**src/rtl/bcd_seq_converter_if.sv**
```systemverilog
// Handshake and result bundle between a requester and the sequential BCD converter.
interface bcd_seq_converter_if #(
    parameter int INPUT_LENGTH = 8,
    parameter int N_DISPLAYS   = 3
);
    logic                    start;
    logic [INPUT_LENGTH-1:0] binary_in;
    logic                    busy;
    logic                    done;
    logic [3:0]              out [N_DISPLAYS-1:0];
    logic                    negative;
    logic                    overflow;

    modport master (
        output start, binary_in,
        input  busy, done, out, negative, overflow
    );

    modport slave (
        input  start, binary_in,
        output busy, done, out, negative, overflow
    );
endinterface

```
**src/rtl/bcd_seq_converter.sv**
```systemverilog
// Sequential binary-to-BCD converter (shift-and-add-3, one shift per clock).
// Optional two's-complement input; values beyond N_DISPLAYS digits saturate to all nines.
module bcd_seq_converter #(
    parameter int INPUT_LENGTH = 8,
    parameter int N_DISPLAYS   = 3,
    parameter int SIGNED_MODE  = 0
) (
    input  logic                clk,
    input  logic                reset,
    bcd_seq_converter_if.slave  bus
);
    localparam int W  = INPUT_LENGTH + 4 * N_DISPLAYS;
    localparam int CW = $clog2(INPUT_LENGTH + 1);

    typedef enum logic [1:0] {
        S_IDLE,
        S_SHIFT,
        S_DONE
    } state_t;

    state_t                  r_state;
    logic [W-1:0]            r_sreg;
    logic [CW-1:0]           r_cnt;
    logic                    r_sign;
    logic                    r_ovf_sticky;
    logic                    r_busy;
    logic                    r_done;
    logic [3:0]              r_out [N_DISPLAYS-1:0];
    logic                    r_negative;
    logic                    r_overflow;

    logic [INPUT_LENGTH-1:0] w_mag;
    logic                    w_sign;
    logic [W-1:0]            w_adj;
    logic [W-1:0]            w_shifted;
    logic                    w_top;

    // Magnitude and sign of the incoming value; the most negative input maps
    // to 2^(INPUT_LENGTH-1), which still fits as an unsigned INPUT_LENGTH-bit value.
    always_comb begin
        w_sign = 1'b0;
        w_mag  = bus.binary_in;
        if (SIGNED_MODE != 0 && bus.binary_in[INPUT_LENGTH-1]) begin
            w_sign = 1'b1;
            w_mag  = (~bus.binary_in) + {{(INPUT_LENGTH-1){1'b0}}, 1'b1};
        end
    end

    // Per-digit add-3 correction; each nibble is adjusted on its own, no carries between digits.
    always_comb begin
        w_adj = r_sreg;
        for (int i = 0; i < N_DISPLAYS; i++) begin
            if (r_sreg[INPUT_LENGTH + 4*i +: 4] >= 4'd5) begin
                w_adj[INPUT_LENGTH + 4*i +: 4] = r_sreg[INPUT_LENGTH + 4*i +: 4] + 4'd3;
            end
        end
    end

    // A 1 leaving the top digit means the value needs more digits than we have.
    assign w_top     = w_adj[W-1];
    assign w_shifted = {w_adj[W-2:0], 1'b0};

    // Control FSM with registered handshake and result outputs.
    always_ff @(posedge clk) begin
        if (reset) begin
            r_state      <= S_IDLE;
            r_sreg       <= '0;
            r_cnt        <= '0;
            r_sign       <= 1'b0;
            r_ovf_sticky <= 1'b0;
            r_busy       <= 1'b0;
            r_done       <= 1'b0;
            r_negative   <= 1'b0;
            r_overflow   <= 1'b0;
            for (int i = 0; i < N_DISPLAYS; i++) begin
                r_out[i] <= 4'd0;
            end
        end else begin
            case (r_state)
                S_IDLE: begin
                    r_done <= 1'b0;
                    if (bus.start) begin
                        r_sreg       <= {{(4*N_DISPLAYS){1'b0}}, w_mag};
                        r_sign       <= w_sign;
                        r_ovf_sticky <= 1'b0;
                        r_cnt        <= '0;
                        r_busy       <= 1'b1;
                        r_state      <= S_SHIFT;
                    end
                end
                S_SHIFT: begin
                    r_sreg <= w_shifted;
                    if (w_top) begin
                        r_ovf_sticky <= 1'b1;
                    end
                    r_cnt <= r_cnt + CW'(1);
                    if (r_cnt == CW'(INPUT_LENGTH - 1)) begin
                        r_state <= S_DONE;
                    end
                end
                S_DONE: begin
                    for (int i = 0; i < N_DISPLAYS; i++) begin
                        r_out[i] <= r_ovf_sticky ? 4'd9 : r_sreg[INPUT_LENGTH + 4*i +: 4];
                    end
                    r_overflow <= r_ovf_sticky;
                    r_negative <= r_sign;
                    r_done     <= 1'b1;
                    r_busy     <= 1'b0;
                    r_state    <= S_IDLE;
                end
                default: begin
                    r_state <= S_IDLE;
                    r_busy  <= 1'b0;
                    r_done  <= 1'b0;
                end
            endcase
        end
    end

    assign bus.busy     = r_busy;
    assign bus.done     = r_done;
    assign bus.out      = r_out;
    assign bus.negative = r_negative;
    assign bus.overflow = r_overflow;
endmodule
```
**src/flat_wrapper.sv**
```systemverilog
// flat-port wrapper written by rule: the top's interface ports become plain ports
module bcd_seq_converter_flat 
#(
    parameter int INPUT_LENGTH = 8,
    parameter int N_DISPLAYS   = 3,
    parameter int SIGNED_MODE  = 0
)
  (clk, reset, bus_start, bus_binary_in, bus_busy, bus_done, bus_out, bus_negative, bus_overflow);
  bcd_seq_converter_if #(.INPUT_LENGTH(INPUT_LENGTH), .N_DISPLAYS(N_DISPLAYS)) bus_i ();
  input  logic clk;
  input  logic reset;
  input wire logic [$bits(bus_i.start)-1:0] bus_start;
  input wire logic [$bits(bus_i.binary_in)-1:0] bus_binary_in;
  output wire logic [$bits(bus_i.busy)-1:0] bus_busy;
  output wire logic [$bits(bus_i.done)-1:0] bus_done;
  output wire logic [$bits(bus_i.out)-1:0] bus_out;
  output wire logic [$bits(bus_i.negative)-1:0] bus_negative;
  output wire logic [$bits(bus_i.overflow)-1:0] bus_overflow;
  assign bus_i.start = bus_start;
  assign bus_i.binary_in = bus_binary_in;
  assign bus_busy = bus_i.busy;
  assign bus_done = bus_i.done;
  assign bus_out = {>>{bus_i.out}};
  assign bus_negative = bus_i.negative;
  assign bus_overflow = bus_i.overflow;
  bcd_seq_converter #(.INPUT_LENGTH(INPUT_LENGTH), .N_DISPLAYS(N_DISPLAYS), .SIGNED_MODE(SIGNED_MODE)) u_core (.clk(clk), .reset(reset), .bus(bus_i));
endmodule
```
**config.mk**
```make
export PLATFORM = sky130hd
export DESIGN_NAME = bcd_seq_converter_flat
export DESIGN_NICKNAME = d
export VERILOG_FILES = /design/src/rtl/bcd_seq_converter_if.sv /design/src/rtl/bcd_seq_converter.sv /design/src/flat_wrapper.sv
export SDC_FILE = /design/constraint.sdc
export NUM_CORES = 1
export LEC_CHECK = 0
export BUFFER_PORTS_ARGS = -buffer_cell sky130_fd_sc_hd__buf_4
export CORE_UTILIZATION = 35
export DETAILED_ROUTE_END_ITERATION = 6
export REMOVE_ABC_BUFFERS = 1
export SLEW_MARGIN = 15
export SYNTH_ARGS = -nofsm -noshare
export SYNTH_HDL_FRONTEND = slang
export SYNTH_SLANG_ARGS = --single-unit
```
**constraint.sdc**
```tcl
create_clock -name clk -period 1.4 [get_ports clk]
set_input_delay 0.14 -clock clk [delete_from_list [all_inputs] [get_ports clk]]
set_output_delay 0.14 -clock clk [all_outputs]
set_load 0.05 [all_outputs]
```
# After elaboration in Yosys (flattened, before gate mapping)
# Cells that the tools add are included.
# Widths: inputs -> output; s select.
dict set report totals {
  ff_bits 42
  input_bits 11
  output_inout_bits 16
}
dict set report classes {
  n_addsub 4
  magnitude_cmp 3
  eq_ne 6
  mux 19
  bitwise_logic 1
  n_reduce_logical 6
}
# cell count
set ops {}
lappend ops {{$pmux 20 s2} 1}
lappend ops {{$mux 4} 7}
lappend ops {{$mux 20} 1}
lappend ops {{$add 4x2->4 const B} 3}
lappend ops {{$ge 4x3->1 const B} 3}
lappend ops {{$pmux 4 s2} 1}
lappend ops {{$pmux 1 s2} 3}
lappend ops {{$reduce_and 2->1} 3}
lappend ops {{$add 4x1->4 const B} 1}
lappend ops {{$eq 4x3->1 const B} 1}
lappend ops {{$mux 2} 2}
lappend ops {{$ne 2x1->1 const B} 2}
lappend ops {{$pmux 2 s2} 1}
lappend ops {{$mux 1} 3}
lappend ops {{$reduce_and 3->1} 1}
lappend ops {{$eq 2x1->1 const B} 1}
lappend ops {{$eq 2x2->1 const B} 1}
lappend ops {{$logic_not 2->1} 1}
lappend ops {{$ne 2x2->1 const B} 1}
lappend ops {{$reduce_bool 2->1} 1}
lappend ops {{$not 1->1} 1}

# Longest topological paths before layout
# Gate-level depths: netlist of the first run.
dict set report logic_depth {
  ltp_word 4
  ltp_mapped 6
  ltp_nobuf 6
}

# Worst setup path before layout of the first run
# Ideal clock, no wire load.
dict set report synth_timing {
  path_type {flip-flop to flip-flop}
  from {register u_core.r_sreg[17]}
  to {register u_core.r_sreg[18]}
  setup_time_ns 0.074
  arrival_ns 1.380
  required_time_ns 1.326
  slack_ns -0.054
  stages_incl_launch_ff 7
  period_less_slack_ns 1.454
  path_cell_list {dfxtp_1 inv_1 ha_1 nand2b_1 a21oi_1 mux2_2 o21ai_0}
}
dict set report synth_between {
  elab_chain_len 3
  word_cells_on_any_way 4
  classes_between {1 x add/sub; 1 x order compare; 2 x mux}
}
# element line
set synth_lines {}
lappend synth_lines {{from (decl)} bcd_seq_converter.sv:22} ;# logic [W-1:0] r_sreg;
lappend synth_lines {{from (signal assigned)} bcd_seq_converter.sv:83} ;# r_sreg <= {{(4*N_DISPLAYS){1'b0}}, w_mag};
lappend synth_lines {{from (signal assigned)} bcd_seq_converter.sv:92} ;# r_sreg <= w_shifted;
lappend synth_lines {{$add 4x2->4 / $ge 4x3->1 (equally long branches)} {bcd_seq_converter.sv:54, bcd_seq_converter.sv:53}}
lappend synth_lines {{$mux 4 *} bcd_seq_converter.sv:53} ;# if (r_sreg[INPUT_LENGTH + 4*i +: 4] >= 4'd5) begin
lappend synth_lines {{$pmux 20 s2 *} bcd_seq_converter.sv:79} ;# case (r_state)
# Every way passes the cells marked *; elsewhere a longest branch is shown, timed or not.
# A chain may end at the register's enable or synchronous reset.

# Worst setup path in the final report of the first run
# Ends and elaborated chain as after synthesis.

==> results of run 1 <==
## timing repair
item | 4_1_cts | 5_1_grt
gates resized for setup | 6 | 15
cloned | 0 | 0
setup endpoints to repair | 5 | 17
buffers inserted | 0 | 9
pin swaps | 1 | 5
## metal layers
metal	global-route usage, %	vias to the layer above	part of all wire [%]
met4	5.19	0	1.4
met2	25.9	29	46
met1	20.2	749	49
met3	3.23	6	3.2
li1	-	853	-
met5	0	-	0
## worst max path at each step
| stage | end |
|---|---|
| floorplan | u_core.r_sreg[18] |
| global placement | u_core.r_sreg[18] |
| detailed placement | u_core.r_sreg[18] |
| CTS | u_core.r_sreg[18] |
| global route | u_core.r_sreg[18] |
| finish | u_core.r_sreg[18] |
## final cells by class
class / count / area (um2)
Clock buffer: 8 / 110
Fill cell: 547 / 2690
Inverter: 7 / 26.3
Multi-Input combinational cell: 158 / 1020
Sequential cell: 42 / 847
Tap cell: 70 / 87.6
Timing Repair Buffer: 55 / 425
## power groups by stage
stage	Sequential [uW]	Combinational, uW	Clock (uW)
floorplan	1270	96.6	0
global placement	1270	189	0
detailed placement	1270	191	0
CTS	1240	192	948
global route	1250	247	1000
finish	1240	222	920
## flip-flops by register name, indices dropped and copies added, names as in the netlist
register	flops
u_core.r_sreg	20
u_core.bus.out	12
u_core.r_cnt	4
u_core.r_state	2
u_core.bus.busy	1
u_core.bus.done	1
u_core.bus.overflow	1
u_core.r_ovf_sticky	1
## cell families (layout without fill, tap and decap cells)
logic type	Yosys count	after routing	share of synthesized area (%)
and+or+nand+nor	94	94	23.7
AOI/OAI and AO/OA	47	47	16.7
DFF	42	42	43.7
buffers and inverters	21	70	6.82
adders and majority gates	7	7	4.55
xor gates and xnor gates	6	6	2.73
muxes	3	3	1.62
other	1	1	0.195
## Yosys cell counts (2+ instances only)
| library cell | count |
|---|---|
| mux2i_1 | 2 |
| inv_1 | 7 |
| and4b_1 | 2 |
| a21oi_1 | 17 |
| or3_1 | 3 |
| a22oi_1 | 2 |
| buf_6 | 4 |
| nor2_1 | 22 |
| ha_1 | 7 |
| o31ai_1 | 2 |
| a22o_1 | 2 |
| o21ai_0 | 12 |
| a211oi_1 | 2 |
| clkbuf_1 | 3 |
| xor2_1 | 3 |
| xnor2_1 | 3 |
| a311oi_1 | 5 |
| dfxtp_1 | 42 |
| nand2_1 | 29 |
| buf_2 | 3 |
| buf_4 | 2 |
| nor3_1 | 15 |
| nand3b_1 | 4 |
| a311oi_2 | 3 |
| nand2b_1 | 8 |
| nand3_1 | 4 |
## through the flow
step	hold slack (ns)	TNS, ns	utilization (%)	power [uW]	worst slack [ns]
floorplan	0.208	-0.0548	-	1370	-0.0548
global placement	0.421	0	43.3	1460	0.0116
detailed placement	0.427	-0.159	43.3	1460	-0.105
CTS	0.109	0	45.8	2380	0.0134
global route	0.121	-0.0521	48.3	2500	-0.0521
finish	0.116	0	48.3	2380	0.0292
## critical path, stage by stage, from the launching register on
cell,delay [ns]
dfxtp_2,0.34
inv_2,0.05
ha_1,0.17
nand2b_4,0.15
a21oi_4,0.16
mux2_4,0.32
o21ai_2,0.11
==> results.cfg, run 1 <==
[cells_and_area]
final_common_cell = buf_4
layout-drive-gt1-share_pct = 32.2
final_cell_area_um2 = 2510
area_delta_synth_final_pct = 30.5
antenna_cells = 0
layout_common_cells = buf_4 (54), dfxtp_1 (37), nand2_1 (29)
fin_cells = 340
nNetsFinal = 287

[power_and_ir_drop]
seq_power_share_pct = 52.1
power_switching_uw = 559
switching_share_pct = 23.5
peakVddDrop_v = 0.000600
p_clk_share_pct = 38.6
total_leakage_power_uw = 0.00101
power.share.combinational_pct = 9.3
power_density_nw_per_um2 = 949
internal-power_uw = 1830

[setup_path]
endpoint_kind = flip-flop
r2r_start = u_core.r_sreg[17]
rr_worst_depth = 6
r2r-end = u_core.r_sreg[18]
crit_fanout = 3
cp.required_ns = 1.63
worstPathArrival_ns = 1.60
r2r_slack_ns = 0.03
start_kind = flip-flop
setup.worst_path.start = u_core.r_sreg[17]
setup.worst_path.class = flip-flop to flip-flop

[clocking]
hold_buffers = 0
clock-root-buffer = clkbuf_8
cts_max_path_buffers = 2
clkTransAtPathRegs_ns = 0.08
cts_max_level = 2
cts.sinks = 42
numCtsBuffers = 5
cts_tree = done
insertion_delay_ns = 0.30

[logic_synthesis]
synth_flop_cell = dfxtp_1
yosys.area.top_type = dfxtp_1
yosys.area.top_type_share_pct = 43.7
ys_ff_latch = 42
yosysUniqueCellTypes = 39
yosys-top-cells-area = dfxtp_1 (44%), nand2_1 (5.7%), ha_1 (4.5%)
ys.warnings.count = 0
syn_area_um2 = 1930
synthArstFlopShare_pct = 0
syn_avg_cell_area_um2 = 8.71
ys_seq_area_share_pct = 43.7
synth-edff-count = 0
syn_inst = 221

[status]
outcome = completed

[timing]
rsz0062_at_grt = true
fin_crit_sh_pct = 97.9
final-hold-violation-count = 0
fmax_ghz = 0.729
min_period_ns = 1.37
setup_violations = 0
fin_skew_ns = 0.00475
drv_slew = 0

[grt]
grt_max_degree = 25
track_usage_pct = 15.6
overflow = 0
grt_pass1_wl_um = 7310
first_global_vias = 1577
antenna_found_initial = 0

[route]
firstDrtPassIters = 4
route.detailed.drc = 0
viasPerCell = 4.81
ant_nets = 0
drt_iter0_markers = 62
vias = 1637
routed_wl_um = 4140
wl_per_cell_um = 12.2

[flow_run]
maxCapViolations = 0

[placement]
io_buffer_count = 25
post_dp_cell_area_um2 = 2250
dp_cells = 323
dp_hpwl_um = 2820
place_congestion = 0.795

[min_path]
min_path_cells = 3
min_to = u_core.r_sreg[1]
hp-class = input port to flip-flop
min_from = bus_binary_in[1]

[floorplanning]
die_area_um2 = 5800
core-area_um2 = 5200
die_w_um = 76.2
rows = 26
die_y_um = 76.2
io_pins = 27
start_util_pct = 37.0
(Power assumes the default switching activity.)
==> run 2: changes to the inputs <==
ABC_AREA = 1   (was default)
==> results.cfg, run 2 <==
[cells_and_area]
regMostFlops = u_core.r_sreg
final_common_cell = nand2_1
fin_cells = 353
layout-drive-gt1-share_pct = 18.0
largest_reg_flops = 20
area_delta_synth_final_pct = 16.8
n_fill_cell = 563
nNetsFinal = 301
layout_common_cells = nand2_1 (70), dfxtp_1 (39), buf_4 (30)
antenna_cells = 0

[power_and_ir_drop]
finalPower_uw = 2370
peakVddDrop_v = 0.000413
power_density_nw_per_um2 = 1050
total_leakage_power_uw = 0.000957

[setup_path]
r2r_slack_ns = 0.12
start_kind = flip-flop
setup.worst_path.class = flip-flop to flip-flop
crit_fanout = 4
endpoint_kind = flip-flop
worstPathArrival_ns = 1.51
cp.required_ns = 1.64

[placement]
dp_hpwl_um = 2840
place_congestion = 0.839
dp_cells = 346
io_buffer_count = 25
dp_slack_ns = 0.0973

[grt]
grt_pass1_wl_um = 7200
track_usage_pct = 15.6
overflow = 0
grt_max_degree = 27
first_global_vias = 1558
antenna_found_initial = 0

[timing]
tns_ns = 0
hold_ws_ns = 0.116
fmax_ghz = 0.783
setup_violations = 0
relSlewSlack_pct = 66.0
min_period_ns = 1.28
setup_ws_ns = 0.123
final-hold-violation-count = 0
worst_pin_slew_ns = 0.510
rsz0062_at_grt = false
fin_crit_sh_pct = 91.2
fin_skew_ns = 0.00616
drv_slew = 0

[status]
outcome = completed

[route]
drt_iter0_markers = 109
route.detailed.drc = 0
firstDrtPassIters = 4
ant_nets = 0
wl_per_cell_um = 11.9
viasPerCell = 4.89
vias = 1727
routed_wl_um = 4180

[logic_synthesis]
yosys-top-cells-area = dfxtp_1 (44%), nand2_1 (14%), a21oi_1 (7.3%)
yosys.area.top_type = dfxtp_1
synth-edff-count = 0
syn_inst = 256
syn_area_um2 = 1930
yosys.area.top_type_share_pct = 43.6
syn_avg_cell_area_um2 = 7.53
synth_flop_cell = dfxtp_1
netlist_top_cells_count = nand2_1 (70), dfxtp_1 (42), a21oi_1 (28), inv_1 (18)
synthArstFlopShare_pct = 0
ys_ff_latch = 42
yosysUniqueCellTypes = 28
ys.warnings.count = 0
yosysMostFrequentCell = nand2_1
ys_seq_area_share_pct = 43.6

[clocking]
cts_max_level = 2
clkTransAtPathRegs_ns = 0.08
numCtsBuffers = 5
clock-root-buffer = clkbuf_8
cts_max_path_buffers = 2
cts_tree = done
insertion_delay_ns = 0.29
cts.sinks = 42

[floorplanning]
die_w_um = 76.2
start_util_pct = 37.0
io_pins = 27
rows = 26
die_area_um2 = 5810
core-area_um2 = 5200
die_y_um = 76.2

[flow_run]
maxCapViolations = 0

[min_path]
hp-class = input port to flip-flop
-- run 2: cell count changes after synthesis, moves of 6 or more --
cell,change
a21oi_1,+11
nand3_1,+11
inv_1,+11
nand2b_1,-8
nand2_1,+41
nor2_1,-6
nor3_1,-13
nand4_1,+6
a31oi_1,+7
-- run 2: metal layers --
layer  track usage [%]  part of all wire, %  wire (um)
met3              3.71                  3.1        129
met1              20.5                   51       2120
met5                 0                    0          0
met2              24.5                   44       1860
met4              6.92                  1.7         71
-- run 2: cells by family (layout without fill, tap and decap cells) --
kind of cell,after synthesis,count (layout),synth area share [%]
fa+ha+maj,7,7,4.55
other cells,1,1,0.195
buf+inv,33,60,9.15
flops,42,42,43.6
simple gates,114,114,25.5
compound gates,59,59,16.9
-- run 2: worst max-delay path, cell delays in order (launching register included) --
cell	delay (ns)
dfxtp_1	0.37
inv_1	0.10
ha_1	0.20
inv_1	0.05
nand2_1	0.09
nand3_1	0.13
nand2_1	0.07
nor2_1	0.10
nor2_1	0.04
nor2_1	0.07
-- run 2: per-stage QoR --
stage,util (%),area (um2)
detailed placement,41.6,2170
global route,43.2,2250
CTS,43.1,2250
global placement,41.6,2170
finish,43.2,2250
floorplan,-,1830
-- run 2: final cells by class --
| class | instances | area (um2) | share of cell area (%) |
|---|---|---|---|
| Clock inverter | 2 | 10.0 | 0.445 |
| Clock buffer | 5 | 68.8 | 3.06 |
| Multi-Input combinational cell | 181 | 910 | 40.4 |
| Inverter | 22 | 83.8 | 3.73 |
| Tap cell | 70 | 87.6 | 3.89 |
| Timing Repair Buffer | 31 | 245 | 10.9 |
| Sequential cell | 42 | 845 | 37.5 |
-- run 2: worst paths after layout --
check	from	end	depth (start not counted)
min	bus_binary_in[5]	u_core.r_sreg[5]	3
min reg2reg	u_core.bus.out[9]	u_core.bus.out[9]	2
max reg2reg	u_core.r_sreg[13]	u_core.r_sreg[16]	9
max	u_core.r_sreg[13]	u_core.r_sreg[16]	9
-- run 2: power by group --
group          leakage, uW  internal [uW]  switching (uW)  total [uW]
sequential        0.000343           1250            31.6        1280
combinational     0.000570            115             229         345
clock            0.0000438            335             408         743
total             0.000957           1700             669        2370
-- run 2: what timing repair did --
action / 4_1_cts / 5_1_grt
endpoints found under the setup margin: 0 / 5
hold buffers: 0 / 0
resized for setup: 0 / 4
setup buffers: 0 / 0
==> run 3: changes to the inputs <==
clock period = 1.5 ns   (was 1.4 ns; I/O delays follow)
==> results.cfg, run 3 (same netlist as run 2, synthesis figures left out) <==
[route]
vias = 1731
ant_nets = 0
firstDrtPassIters = 4
wl_per_cell_um = 11.8
route.detailed.drc = 0
viasPerCell = 4.90
routed_wl_um = 4170
drt_iter0_markers = 161

[floorplanning]
start_util_pct = 37.0
die_y_um = 76.2
die_area_um2 = 5810
core-area_um2 = 5200
rows = 26
die_w_um = 76.2
io_pins = 27

[timing]
min_period_ns = 1.37
worst_pin_slew_ns = 0.499
hold_ws_ns = 0.128
setup_violations = 0
relSlewSlack_pct = 66.7
rsz0062_at_grt = false
fin_skew_ns = 0.00387
tns_ns = 0
final-hold-violation-count = 0
drv_slew = 0
fmax_ghz = 0.730
fin_crit_sh_pct = 91.4

[setup_path]
worstPathArrival_ns = 1.60
endpoint_kind = flip-flop
cp.required_ns = 1.73
start_kind = flip-flop
crit_fanout = 5
setup.worst_path.class = flip-flop to flip-flop

[clocking]
hold_buffers = 0
postCtsSetupBuffers = 0
cts_max_level = 2
clkTransAtPathRegs_ns = 0.08
insertion_delay_ns = 0.29
cts_resized = 0
clock-root-buffer = clkbuf_8
cts_tree = done
cts.sinks = 42
cts_max_path_buffers = 2
numCtsBuffers = 5

[power_and_ir_drop]
finalPower_uw = 2240
peakVddDrop_v = 0.000321
power_density_nw_per_um2 = 1000
total_leakage_power_uw = 0.000951

[placement]
io_buffer_count = 25
dp_hpwl_um = 2760
place_congestion = 0.766
dp_cells = 345

[status]
outcome = completed

[grt]
overflow = 0
grt_pass1_wl_um = 7070
grt_max_degree = 27
track_usage_pct = 15.3
first_global_vias = 1582
antenna_found_initial = 0

[cells_and_area]
utilization_pct = 43.0
layout-drive-gt1-share_pct = 16.3
largest_reg_flops = 20
regMostFlops = u_core.r_sreg
layout_common_cells = nand2_1 (70), dfxtp_1 (42), buf_4 (30)
fin_cells = 353
nNetsFinal = 300
final_common_cell = nand2_1
area_delta_synth_final_pct = 16.2
antenna_cells = 0

[flow_run]
maxCapViolations = 0

[min_path]
hp-class = input port to flip-flop
-- run 3: cell types whose count changed in the layout (fill, tap and decap cells not counted) --
cell      before  now
buf_12         1    0
clkbuf_1       0    1
clkbuf_8       5    6
clkinv_2       3    2
dfxtp_1       39   42
dfxtp_2        3    0
inv_1         17   18
inv_2          4    3
-- run 3: critical path: stages (launching register included) --
cell and delay (ns):
dfxtp_1 0.40, inv_1 0.12, ha_1 0.22, inv_1 0.05
nand2_1 0.09, nand3_1 0.15, nand2_1 0.07, nor2_1 0.11
nor2_1 0.04, nor2_1 0.07
-- run 3: path summary, 6_finish.rpt --
path | startpoint | end | slack (ns) | cells after the start
min | bus_binary_in[4] | u_core.r_sreg[4] | 0.13 | 3
max reg2reg | u_core.r_sreg[8] | u_core.r_sreg[12] | 0.13 | 9
min reg2reg | u_core.bus.out[2] | u_core.bus.out[2] | 0.47 | 2
max | u_core.r_sreg[8] | u_core.r_sreg[12] | 0.13 | 9
-- run 3: area by class of cell --
class	instances	area, um2
Clock buffer	7	86.3
Clock inverter	1	5.00
Multi-Input combinational cell	181	910
Timing Repair Buffer	30	225
Inverter	22	83.8
Fill cell	532	2970
Tap cell	70	87.6
Sequential cell	42	841
-- run 3: power breakdown --
| part | switching, uW | internal (uW) |
|---|---|---|
| Combinational | 209 | 92.9 |
| Clock | 377 | 372 |
| Sequential | 30.0 | 1160 |
-- run 3: per-layer routing --
metal | wire, um | share of wire (%) | track usage (%) | vias to the layer above
li1 | - | - | - | 910
met1 | 2080 | 50 | 19.6 | 783
met2 | 1880 | 45 | 24.5 | 31
met3 | 134 | 3.2 | 2.51 | 7
met4 | 81 | 1.9 | 8.27 | 0
met5 | 0 | 0 | 0 | -
-- run 3: through the flow --
stage / worst slack (ns) / area, um2
3_5_place_dp: 0.139 / 2150
6_report: 0.130 / 2240
5_1_grt: 0.0155 / 2240
3_3_place_gp: 0.147 / 2150
4_1_cts: 0.129 / 2240
2_1_floorplan: 0.317 / 1830
